[src/rtl/riscv_pkg.sv]
// Shared fetch-stage types and constants.
//   INSTR_BYTES      : bytes per instruction word (PC stride)
//   XLEN             : instruction/address width carried in fetch entries
//   DEFAULT_RESET_PC : default PC after reset
//   fetch_state_t    : RUN (fetching) / HALT (stopped after a misaligned redirect)
//   fetch_entry_t    : one buffered fetch, instruction word plus its PC
package riscv_pkg;

  localparam int unsigned INSTR_BYTES = 4;
  localparam int unsigned XLEN        = 32;
  localparam logic [XLEN-1:0] DEFAULT_RESET_PC = 32'h0000_0000;

  typedef enum logic {
    RUN  = 1'b0,
    HALT = 1'b1
  } fetch_state_t;

  typedef struct packed {
    logic [XLEN-1:0] instruction;
    logic [XLEN-1:0] pc;
  } fetch_entry_t;

endpackage

[src/rtl/fetch_fifo.sv]
// Synchronous FIFO of fetch entries.
//   clk, rst : clock and synchronous active-high reset
//   push     : enqueue din (accepted when not full, or when full and popping)
//   pop      : dequeue the head entry (ignored when empty)
//   flush    : discard all entries; wins over push and pop
//   din      : entry to enqueue
//   head     : entry at the FIFO head (zero after reset)
//   count    : number of valid entries
//   full     : count == DEPTH
//   empty    : count == 0
module fetch_fifo
  import riscv_pkg::*;
#(
  parameter int unsigned DEPTH = 2
) (
  input  logic                       clk,
  input  logic                       rst,
  input  logic                       push,
  input  logic                       pop,
  input  logic                       flush,
  input  fetch_entry_t               din,
  output fetch_entry_t               head,
  output logic [$clog2(DEPTH+1)-1:0] count,
  output logic                       full,
  output logic                       empty
);

  localparam int unsigned PTR_W = $clog2(DEPTH);
  localparam int unsigned CNT_W = $clog2(DEPTH+1);

  fetch_entry_t     mem_q [DEPTH];
  fetch_entry_t     mem_d [DEPTH];
  logic [PTR_W-1:0] rd_ptr_q, rd_ptr_d;
  logic [PTR_W-1:0] wr_ptr_q, wr_ptr_d;
  logic [CNT_W-1:0] count_q, count_d;
  logic             do_push, do_pop;

  assign full  = (count_q == CNT_W'(DEPTH));
  assign empty = (count_q == '0);
  assign count = count_q;
  assign head  = mem_q[rd_ptr_q];

  assign do_pop  = pop & ~empty;
  assign do_push = push & (~full | do_pop);

  // DEPTH is a power of two, so pointers wrap at DEPTH by natural overflow.
  always_comb begin
    mem_d    = mem_q;
    rd_ptr_d = rd_ptr_q;
    wr_ptr_d = wr_ptr_q;
    count_d  = count_q;
    if (flush) begin
      rd_ptr_d = '0;
      wr_ptr_d = '0;
      count_d  = '0;
    end else begin
      if (do_push) begin
        mem_d[wr_ptr_q] = din;
        wr_ptr_d        = wr_ptr_q + PTR_W'(1);
      end
      if (do_pop) begin
        rd_ptr_d = rd_ptr_q + PTR_W'(1);
      end
      if (do_push && !do_pop) begin
        count_d = count_q + CNT_W'(1);
      end else if (do_pop && !do_push) begin
        count_d = count_q - CNT_W'(1);
      end
    end
  end

  always_ff @(posedge clk) begin
    if (rst) begin
      mem_q    <= '{default: '0};
      rd_ptr_q <= '0;
      wr_ptr_q <= '0;
      count_q  <= '0;
    end else begin
      mem_q    <= mem_d;
      rd_ptr_q <= rd_ptr_d;
      wr_ptr_q <= wr_ptr_d;
      count_q  <= count_d;
    end
  end

endmodule

[src/rtl/instruction_fetch.sv]
// Instruction fetch initiator.
// Holds the PC, issues sequential word-aligned reads to the instruction
// memory, buffers each returned word with its PC and hands it to decode.
//   clk, rst          : clock and synchronous active-high reset
//   imem_addr         : byte address to instruction memory (the PC register)
//   imem_instruction  : combinational read data for imem_addr
//   redirect_valid/pc : load a new PC; flushes all buffered entries
//   out_valid/ready   : decode handshake; a transfer happens on a rising edge
//                       where out_valid and out_ready are both high and
//                       redirect_valid is low. out_instruction/out_pc hold
//                       steady while out_valid is high and out_ready is low.
//   out_instruction   : instruction at the buffer head
//   out_pc            : PC of the buffer head
//   misaligned_error  : sticky; set by a redirect target with bits [1:0] != 0
module instruction_fetch
  import riscv_pkg::*;
#(
  parameter int unsigned ADDR_WIDTH        = 8,
  parameter int unsigned INSTRUCTION_WIDTH = 32,
  parameter logic [31:0] RESET_PC          = DEFAULT_RESET_PC,
  parameter int unsigned FIFO_DEPTH        = 2
) (
  input  logic                         clk,
  input  logic                         rst,
  output logic [INSTRUCTION_WIDTH-1:0] imem_addr,
  input  logic [INSTRUCTION_WIDTH-1:0] imem_instruction,
  input  logic                         redirect_valid,
  input  logic [INSTRUCTION_WIDTH-1:0] redirect_pc,
  output logic                         out_valid,
  input  logic                         out_ready,
  output logic [INSTRUCTION_WIDTH-1:0] out_instruction,
  output logic [INSTRUCTION_WIDTH-1:0] out_pc,
  output logic                         misaligned_error
);

  localparam int unsigned CNT_W = $clog2(FIFO_DEPTH+1);

  // Parameter sanity, caught at elaboration.
  if (INSTRUCTION_WIDTH != XLEN) begin : g_bad_width
    $error("INSTRUCTION_WIDTH must equal riscv_pkg::XLEN");
  end
  if (ADDR_WIDTH < 3 || ADDR_WIDTH > INSTRUCTION_WIDTH) begin : g_bad_addr_width
    $error("ADDR_WIDTH out of range");
  end
  if (RESET_PC[1:0] != 2'b00) begin : g_bad_reset_pc
    $error("RESET_PC must be 4-byte aligned");
  end
  if (FIFO_DEPTH < 2 || (FIFO_DEPTH & (FIFO_DEPTH - 1)) != 0) begin : g_bad_depth
    $error("FIFO_DEPTH must be a power of two >= 2");
  end

  fetch_state_t                 state_q, state_d;
  logic [INSTRUCTION_WIDTH-1:0] pc_q, pc_d;
  logic                         err_q, err_d;

  fetch_entry_t     wr_entry;
  fetch_entry_t     head;
  logic [CNT_W-1:0] count;
  logic             full, empty;
  logic             unused_full;
  logic             push, pop;

  assign unused_full = full;

  assign imem_addr        = pc_q;
  assign out_valid        = ~empty;
  assign out_instruction  = head.instruction;
  assign out_pc           = head.pc;
  assign misaligned_error = err_q;

  assign pop  = out_valid & out_ready;
  // A redirect blocks the push so the flush cannot race a new entry in.
  assign push = (state_q == RUN) & ~redirect_valid &
                ((count < CNT_W'(FIFO_DEPTH)) | pop);

  assign wr_entry.instruction = imem_instruction;
  assign wr_entry.pc          = pc_q;

  always_comb begin
    state_d = state_q;
    pc_d    = pc_q;
    err_d   = err_q;
    if (redirect_valid) begin
      if (redirect_pc[1:0] != 2'b00) begin
        err_d   = 1'b1;
        state_d = HALT;
      end else begin
        pc_d    = redirect_pc;
        state_d = RUN;
      end
    end else if (push) begin
      pc_d = pc_q + INSTRUCTION_WIDTH'(INSTR_BYTES);
    end
  end

  always_ff @(posedge clk) begin
    if (rst) begin
      state_q <= RUN;
      pc_q    <= RESET_PC;
      err_q   <= 1'b0;
    end else begin
      state_q <= state_d;
      pc_q    <= pc_d;
      err_q   <= err_d;
    end
  end

  fetch_fifo #(
    .DEPTH (FIFO_DEPTH)
  ) u_fifo (
    .clk   (clk),
    .rst   (rst),
    .push  (push),
    .pop   (pop),
    .flush (redirect_valid),
    .din   (wr_entry),
    .head  (head),
    .count (count),
    .full  (full),
    .empty (empty)
  );

endmodule

[config.mk]
export PLATFORM = sky130hd
export DESIGN_NAME = instruction_fetch
export DESIGN_NICKNAME = d
export VERILOG_FILES = /design/src/rtl/riscv_pkg.sv /design/src/rtl/fetch_fifo.sv /design/src/rtl/instruction_fetch.sv
export SDC_FILE = /design/constraint.sdc
export NUM_CORES = 1
export LEC_CHECK = 0
export ABC_CLOCK_PERIOD_IN_PS = 5900
export BUFFER_PORTS_ARGS = -buffer_cell sky130_fd_sc_hd__buf_2
export CORE_UTILIZATION = 45
export DETAILED_ROUTE_END_ITERATION = 8
export MAX_ROUTING_LAYER = met4
export PLACE_DENSITY = 0.68
export SLEW_MARGIN = 20
export SYNTH_ARGS = -nofsm -noshare
export SYNTH_HDL_FRONTEND = slang
export SYNTH_SLANG_ARGS = --single-unit
[constraint.sdc]
create_clock -name clk -period 5.9 [get_ports clk]
set_clock_uncertainty 0.1 [all_clocks]
set_input_delay 1.18 -clock clk [delete_from_list [all_inputs] [get_ports clk]]
set_output_delay 1.18 -clock clk [all_outputs]
set_load 0.005 [all_outputs]
==> summary.md, run 1 <==
| Metric | Value |
|---|---|
| Outcome | complete, no violations |
| Reg-to-reg setup timing slack | between 3 and 4 ns |
| Crit Path Class | reg -> out |
| Fillers | ~1600 |
| Grt total ovfl | 0 |
| Placeable Area | 16000 um2 |
| Async set-reset flop share out of synthesis | 0 |
| Crit path cell chain | buf_4 -> mux2_2 -> buf_2 |
| Syn_area_per_cell | ~8 um2 |
| Area occupied by multi-input gates | between 3000 and 4000 um2 |
| Cells after synthesis | 929 |
| Final Worst Setup Slack | between 2 and 2.5 ns |
| Cell Rows | between 40 and 50 |
| Synth unique cells | between 50 and 60 |
| Cts bufs inserted | 17 |
| Ys flop type | dfxtp_1 |
| FF+latch area | around 3300 um2 |
| Synth cell count leaders | nand2_1, dfxtp_1, a21oi_1, clkbuf_1, mux2_2 |
| Max Root-Sink Buffers | 2 |
| Pre-CTS worst setup slack | 1.981 ns |
| Yosys reg bits | 166 |
| Initial antenna violation count | 0 |
| RR Startpoint | imem_addr[2] |
| WHS | ~0.35 ns |
| DRT iter0 DRCs | between 400 and 500 |
| Setup Buffers After CTS | 0 |
| Clock root buffer | clkbuf_16 |
| Clock latency at the later pin of the worst-skew pair | ~0.42 ns |
| Fmax | between 0.2 and 0.3 GHz |
| Slew HR | 0.2593 |
| Worst R2R Path Depth | 6 |
| CTS resizes | 0 |
| Final nets | about 1100 |
| Post-synth EDFFs | 0 |
| Post-CTS Hold Buffers | 0 |
| Setup TNS | 0 ns |
| Clock transition at the registers of the reported paths | ~0.06 ns |
| Final Cycle Share | 0.6322 |
| Area grow syn2layout | 19.52% |
| Die Y-Extent | 130.6 um |
| Design Area, Final | around 8900 um2 |
| DR vias | between 6000 and 7000 |
| Syn nets | 999 |
| Final max-slew violation count | 0 |
| Critical-path maximum fanout | 38 |
| WP data arrival | 2.45 ns |
| First-pass GRT wire length | 31.75 mm |
| Post-DP HPWL | roughly 13 mm |
| Die area | 17050 um2 |
| Critical Path Sink Type | output port |
| Pre-antenna DRT Iters | 5 |
| RR Endpoint | imem_addr[24] |
| Min-delay src | misaligned_error |
| Gr usage total | 0.2464 |
| Final Setup Violations | 0 |
| Ant diodes | 0 |
| Initial Util | 0.4650 |
| Input/output buffers | between 150 and 200 |
| CTS tree | done |
| Endpoints failing hold | 0 |
| Critical Path RT | 4.62 ns |
| Maxcap violations | 0 |
| Gp weighted congestion | roughly 0.80 |
| Clock sink count | roughly 170 |
| Crit path largest cell delay | just under 1 ns |
| Worst-Margin Slew | 1.111 ns |
| Antenna violation net count after detailed routing | 0 |
| Register area share after synthesis | 0.4466 |
| Vias in the first global route | 6152 |
| Startpoint types | flop |
| Min-Delay Endpoint | misaligned_error |
| Final Non-Filler Cells | between 1000 and 1500 |
| Die width | 130.6 um |
| Most frequent cell after synthesis | nand2_1 |
| Slowest CP cell | dfxtp_2 |
| Largest net degree at the start of global routing | just under 90 |
| Placed insts | 1244 |
| HP Class | reg -> reg |
| Post-Syn Area | roughly 7400 um2 |
| Leak | 3.605 nW |
| Max IR drop VDD | roughly 0.2 mV |
| Final wirelength | 20.33 mm |
| Io pins | 166 |
| Share of the synthesized area in the top cell type | 0.4466 |
| Synth top area cells | dfxtp_1, nand2_1, a21oi_1 |
| Total number of yosys warnings | 0 |
| Minimum clock period after layout | ~3.7 ns |
| PwrDens | approximately 280 nW/um2 |
| Routed len/inst | around 16 um |
| Share of layout cells above drive strength 1 | 0.2691 |
| Yosys top cell by area | dfxtp_1 |
| DRC | 0 |
| Hold path cells | 2 |
| Dpl cell area | ~8300 um2 |
| H-Tree Level Count | 4 |
| Vias per cell | 5.368 |
| RSZ-0062 raised after global routing | false |
-- how the worst max path moves through the flow --
stage	startpoint	end	slack, ns	cells past startpoint
4_1_cts	u_fifo.rd_ptr_q	out_pc[25]	2.12	3
6_report	u_fifo.rd_ptr_q	out_pc[25]	2.17	3
3_3_place_gp	redirect_valid	u_fifo.mem_q[74]	2.08	8
5_1_grt	u_fifo.rd_ptr_q	out_pc[10]	2.03	3
3_5_place_dp	redirect_valid	u_fifo.mem_q[83]	1.98	8
2_1_floorplan	redirect_valid	imem_addr[26]	3.12	7
-- worst max-delay path: cells and delay by family, from the launching register on --
kind                   cells  cell delay (ns)
buffers and inverters      2             0.65
DFF                        1             0.98
muxes                      1             0.38
-- power by group --
group / leakage [nW] / internal (mW) / switching, mW
registers: 1.35 / 1.16 / 0.0462
logic: 1.97 / 0.100 / 0.148
clock network: 0.282 / 0.612 / 0.453
total: 3.60 / 1.87 / 0.647
-- area by class of cell --
cell class	instances	area share
Multi-Input combinational cell	682	0.4291
Clock inverter	11	0.01140
Inverter	7	0.002954
Tap cell	216	0.03039
Clock buffer	20	0.05248
Timing Repair Buffer	173	0.09989
Sequential cell	166	0.3738
-- sequential cells by signal, indices dropped and copies added, names as in the netlist --
register / count
u_fifo.mem_q: 128
imem_addr: 32
u_fifo.count: 2
misaligned_error: 1
state_q: 1
u_fifo.rd_ptr_q: 1
u_fifo.wr_ptr_q: 1
-- through the flow --
stage | utilization | power, mW
floorplan | - | 1.371
global placement | 0.5203 | 1.475
detailed placement | 0.5203 | 1.478
finish | 0.5558 | 2.519
global route | 0.5558 | 2.623
CTS | 0.5558 | 2.535
-- cell usage in the layout, fill, tap and decap left out, types with 5 or more instances in the layout --
cell       netlist  final
nand2_1        284    283
dfxtp_1        166    165
buf_2            6    164
a21oi_1        147    146
mux2_2          65     65
nor2_1          26     25
o21ai_0         18     18
clkbuf_16        0     17
nand3_1         14     14
nor3_1          13     13
nand4_1         13     13
a22oi_1         11     11
buf_4            2      9
inv_1            7      7
and3_1           8      7
mux2i_1          7      7
and2_1           6      6
and4_1           5      5
-- cell families (layout without fill, tap and decap cells) --
family,Yosys count,count (layout),synth area share
buffers and inverters,81,211,0.04288
flip-flops,166,166,0.4466
multiplexers,72,72,0.1078
adder cells (fa/ha/maj),2,2,0.003363
XOR/XNOR,3,3,0.003532
AND/OR/NAND/NOR,394,394,0.2357
AO/OA/AOI/OAI,211,211,0.1601
-- routing by layer --
layer	routed length (um)	global-route usage
met1	9591	0.3350
met2	9221	0.3660
met3	1170	0.04316
met4	342	0.08857
met5	0	-
Power figures use the tool's default switching activity.
==> run 2: changes to the inputs <==
Settings changed: ABC_CLOCK_PERIOD_IN_PS 5900 to 3300, PLACE_DENSITY 0.68 to 0.71.
Clock period 5.9 ns to 3.3 ns, I/O delays scaled along.
==> summary.md, run 2 (synthesis gave the netlist of run 1 again) <==
| Metric | Value |
|---|---|
| Outcome | complete, no violations |
| Maxcap violations | 0 |
| Worst-Margin Slew | about 0.74 ns |
| Pre-antenna DRT Iters | 5 |
| Fillers | 1539 |
| Psw | approximately 1.2 mW |
| Clock sink count | 166 |
| Critical Path RT | roughly 2.5 ns |
| Gate power share | 0.099 |
| Util after Layout | 0.5667 |
| Slew HR | 0.5087 |
| Cts bufs inserted | 17 |
| Post-DP HPWL | 13.18 mm |
| Post-CTS Hold Buffers | 0 |
| Clock power frac | 0.444 |
| Worst R2R Path Depth | 6 |
| Final Setup Violations | 0 |
| Antenna violation net count after detailed routing | 0 |
| Endpoints failing hold | 0 |
| RR Endpoint | imem_addr[18] |
| PwrDens | 518.9 nW/um2 |
| Area occupied by multi-input gates | 3816 um2 |
| Final Worst Setup Slack | a little over 0.6 ns |
| Die area | approximately 17000 um2 |
| DRT iter0 DRCs | just under 500 |
| Final Cycle Share | 0.8159 |
| Initial antenna violation count | 1 |
| Final wirelength | a little over 20 mm |
| RSZ-0062 raised after global routing | false |
| Routed len/inst | roughly 16 um |
| Max IR drop VDD | between 0.3 and 0.4 mV |
| Die width | 130.6 um |
| Cell Rows | between 40 and 50 |
| Final Non-Filler Cells | 1285 |
| Critical-path maximum fanout | 35 |
| RR Startpoint | imem_addr[2] |
| Final nets | ~1100 |
| Reg power frac | 0.458 |
| Leak | between 3 and 4 nW |
| Area grow syn2layout | 21.86% |
| HP Class | reg -> reg |
| Min-delay src | u_fifo.mem_q[92] |
| Vias in the first global route | 6367 |
| Placeable Area | 16000 um2 |
| H-Tree Level Count | 4 |
| Startpoint types | flop |
| Max Root-Sink Buffers | 2 |
| Fmax | between 0.3 and 0.4 GHz |
| Largest net degree at the start of global routing | ~160 |
| Initial Util | 0.4650 |
| Design Area, Final | ~9000 um2 |
| Hold path cells | 2 |
| Clock root buffer | clkbuf_16 |
| Placed insts | 1253 |
| Vias per cell | 5.469 |
| CTS resizes | 0 |
| Net Sw Frac | 0.2545 |
| Final max-slew violation count | 0 |
| Input/output buffers | ~170 |
| Share of layout cells above drive strength 1 | 0.2753 |
| Most common cell after layout, fill and taps aside | nand2_1 |
| Crit Path Class | reg -> out |
| Clock latency at the later pin of the worst-skew pair | 0.43 ns |
| Grt total ovfl | 0 |
| Gr usage total | 0.2528 |
| Io pins | 166 |
| Largest register by flop count | u_fifo.mem_q |
| Total internal power | 3.508 mW |
| Dpl cell area | 8446 um2 |
| Clock transition at the registers of the reported paths | ~0.060 ns |
| Pre-CTS worst setup slack | 0.7458 ns |
| Reg-to-reg setup timing slack | ~0.83 ns |
| WP data arrival | 1.93 ns |
| Min-Delay Endpoint | u_fifo.mem_q[92] |
| CTS tree | done |
| Die Y-Extent | about 130 um |
| First-pass GRT wire length | around 33 mm |
| DR vias | 7028 |
| Critical Path Sink Type | output port |
| Setup Buffers After CTS | 0 |
| Setup TNS | 0 ns |
| Largest register FFs | roughly 130 |
| FF+latch area | between 3000 and 4000 um2 |
| Minimum clock period after layout | between 2 and 3 ns |
| Gp weighted congestion | approximately 0.85 |
| Highest-count cells in the layout ignoring fill and taps | nand2_1, dfxtp_1, buf_2, a21oi_1, mux2_2 |
| DRC | 0 |
## run 2: cell count changes in the layout (fill, tap and decap cells not counted)
| cell | change |
|---|---|
| buf_12 | +4 |
| inv_6 | +4 |
| bufinv_16 | +2 |
| clkbuf_16 | +1 |
| clkinv_2 | -2 |
| clkbuf_8 | -3 |
| dfxtp_2 | -1 |
| buf_4 | +5 |
| clkinv_4 | -2 |
| diode_2 | +1 |
| dfxtp_4 | +1 |
## run 2: area by class of cell
class / count / share of cell area
diodes: 1 / 0.0002760
clock buffers: 18 / 0.04968
clock inverters: 13 / 0.01863
inverters: 7 / 0.002898
multi-input cells: 682 / 0.4209
flip-flops and latches: 166 / 0.3669
well taps: 216 / 0.02981
repair buffers: 182 / 0.1109
## run 2: through the flow
stage | hold WS, ns | power, mW
CTS | 0.3534 | 4.738
global placement | 0.3373 | 2.652
detailed placement | 0.3439 | 2.659
finish | 0.3512 | 4.705
global route | 0.3678 | 4.890
floorplan | 0.3329 | 2.450
## run 2: worst max path at each step
stage                               start          endpoint  slack (ns)
final                     u_fifo.rd_ptr_q         out_pc[8]        0.61
after global routing      u_fifo.rd_ptr_q        out_pc[25]        0.52
after CTS                 u_fifo.rd_ptr_q        out_pc[25]        0.57
after detailed placement   redirect_valid  u_fifo.mem_q[82]        0.75
after global placement     redirect_valid  u_fifo.mem_q[86]        0.86
after floorplan            redirect_valid     imem_addr[26]        1.04
## run 2: layer usage
layer,vias to the layer above,part of all wire,global-route usage
met5,-,0,-
met4,0,0.022,0.09601
met3,33,0.069,0.05252
met2,239,0.46,0.3866
met1,3300,0.44,0.3277
li1,3456,-,-
## run 2: worst max-delay path: stages (launching register included)
cell and delay (ns):
dfxtp_4 0.67, buf_4 0.31, mux2_2 0.37, buf_2 0.13
## run 2: power by group through the flow
stage | Combinational (mW) | Clock (mW) | Sequential, mW
3_3_place_gp | 0.456 | 0 | 2.20
5_1_grt | 0.512 | 2.21 | 2.16
3_5_place_dp | 0.462 | 0 | 2.20
4_1_cts | 0.465 | 2.12 | 2.15
2_1_floorplan | 0.291 | 0 | 2.16
6_report | 0.464 | 2.09 | 2.15
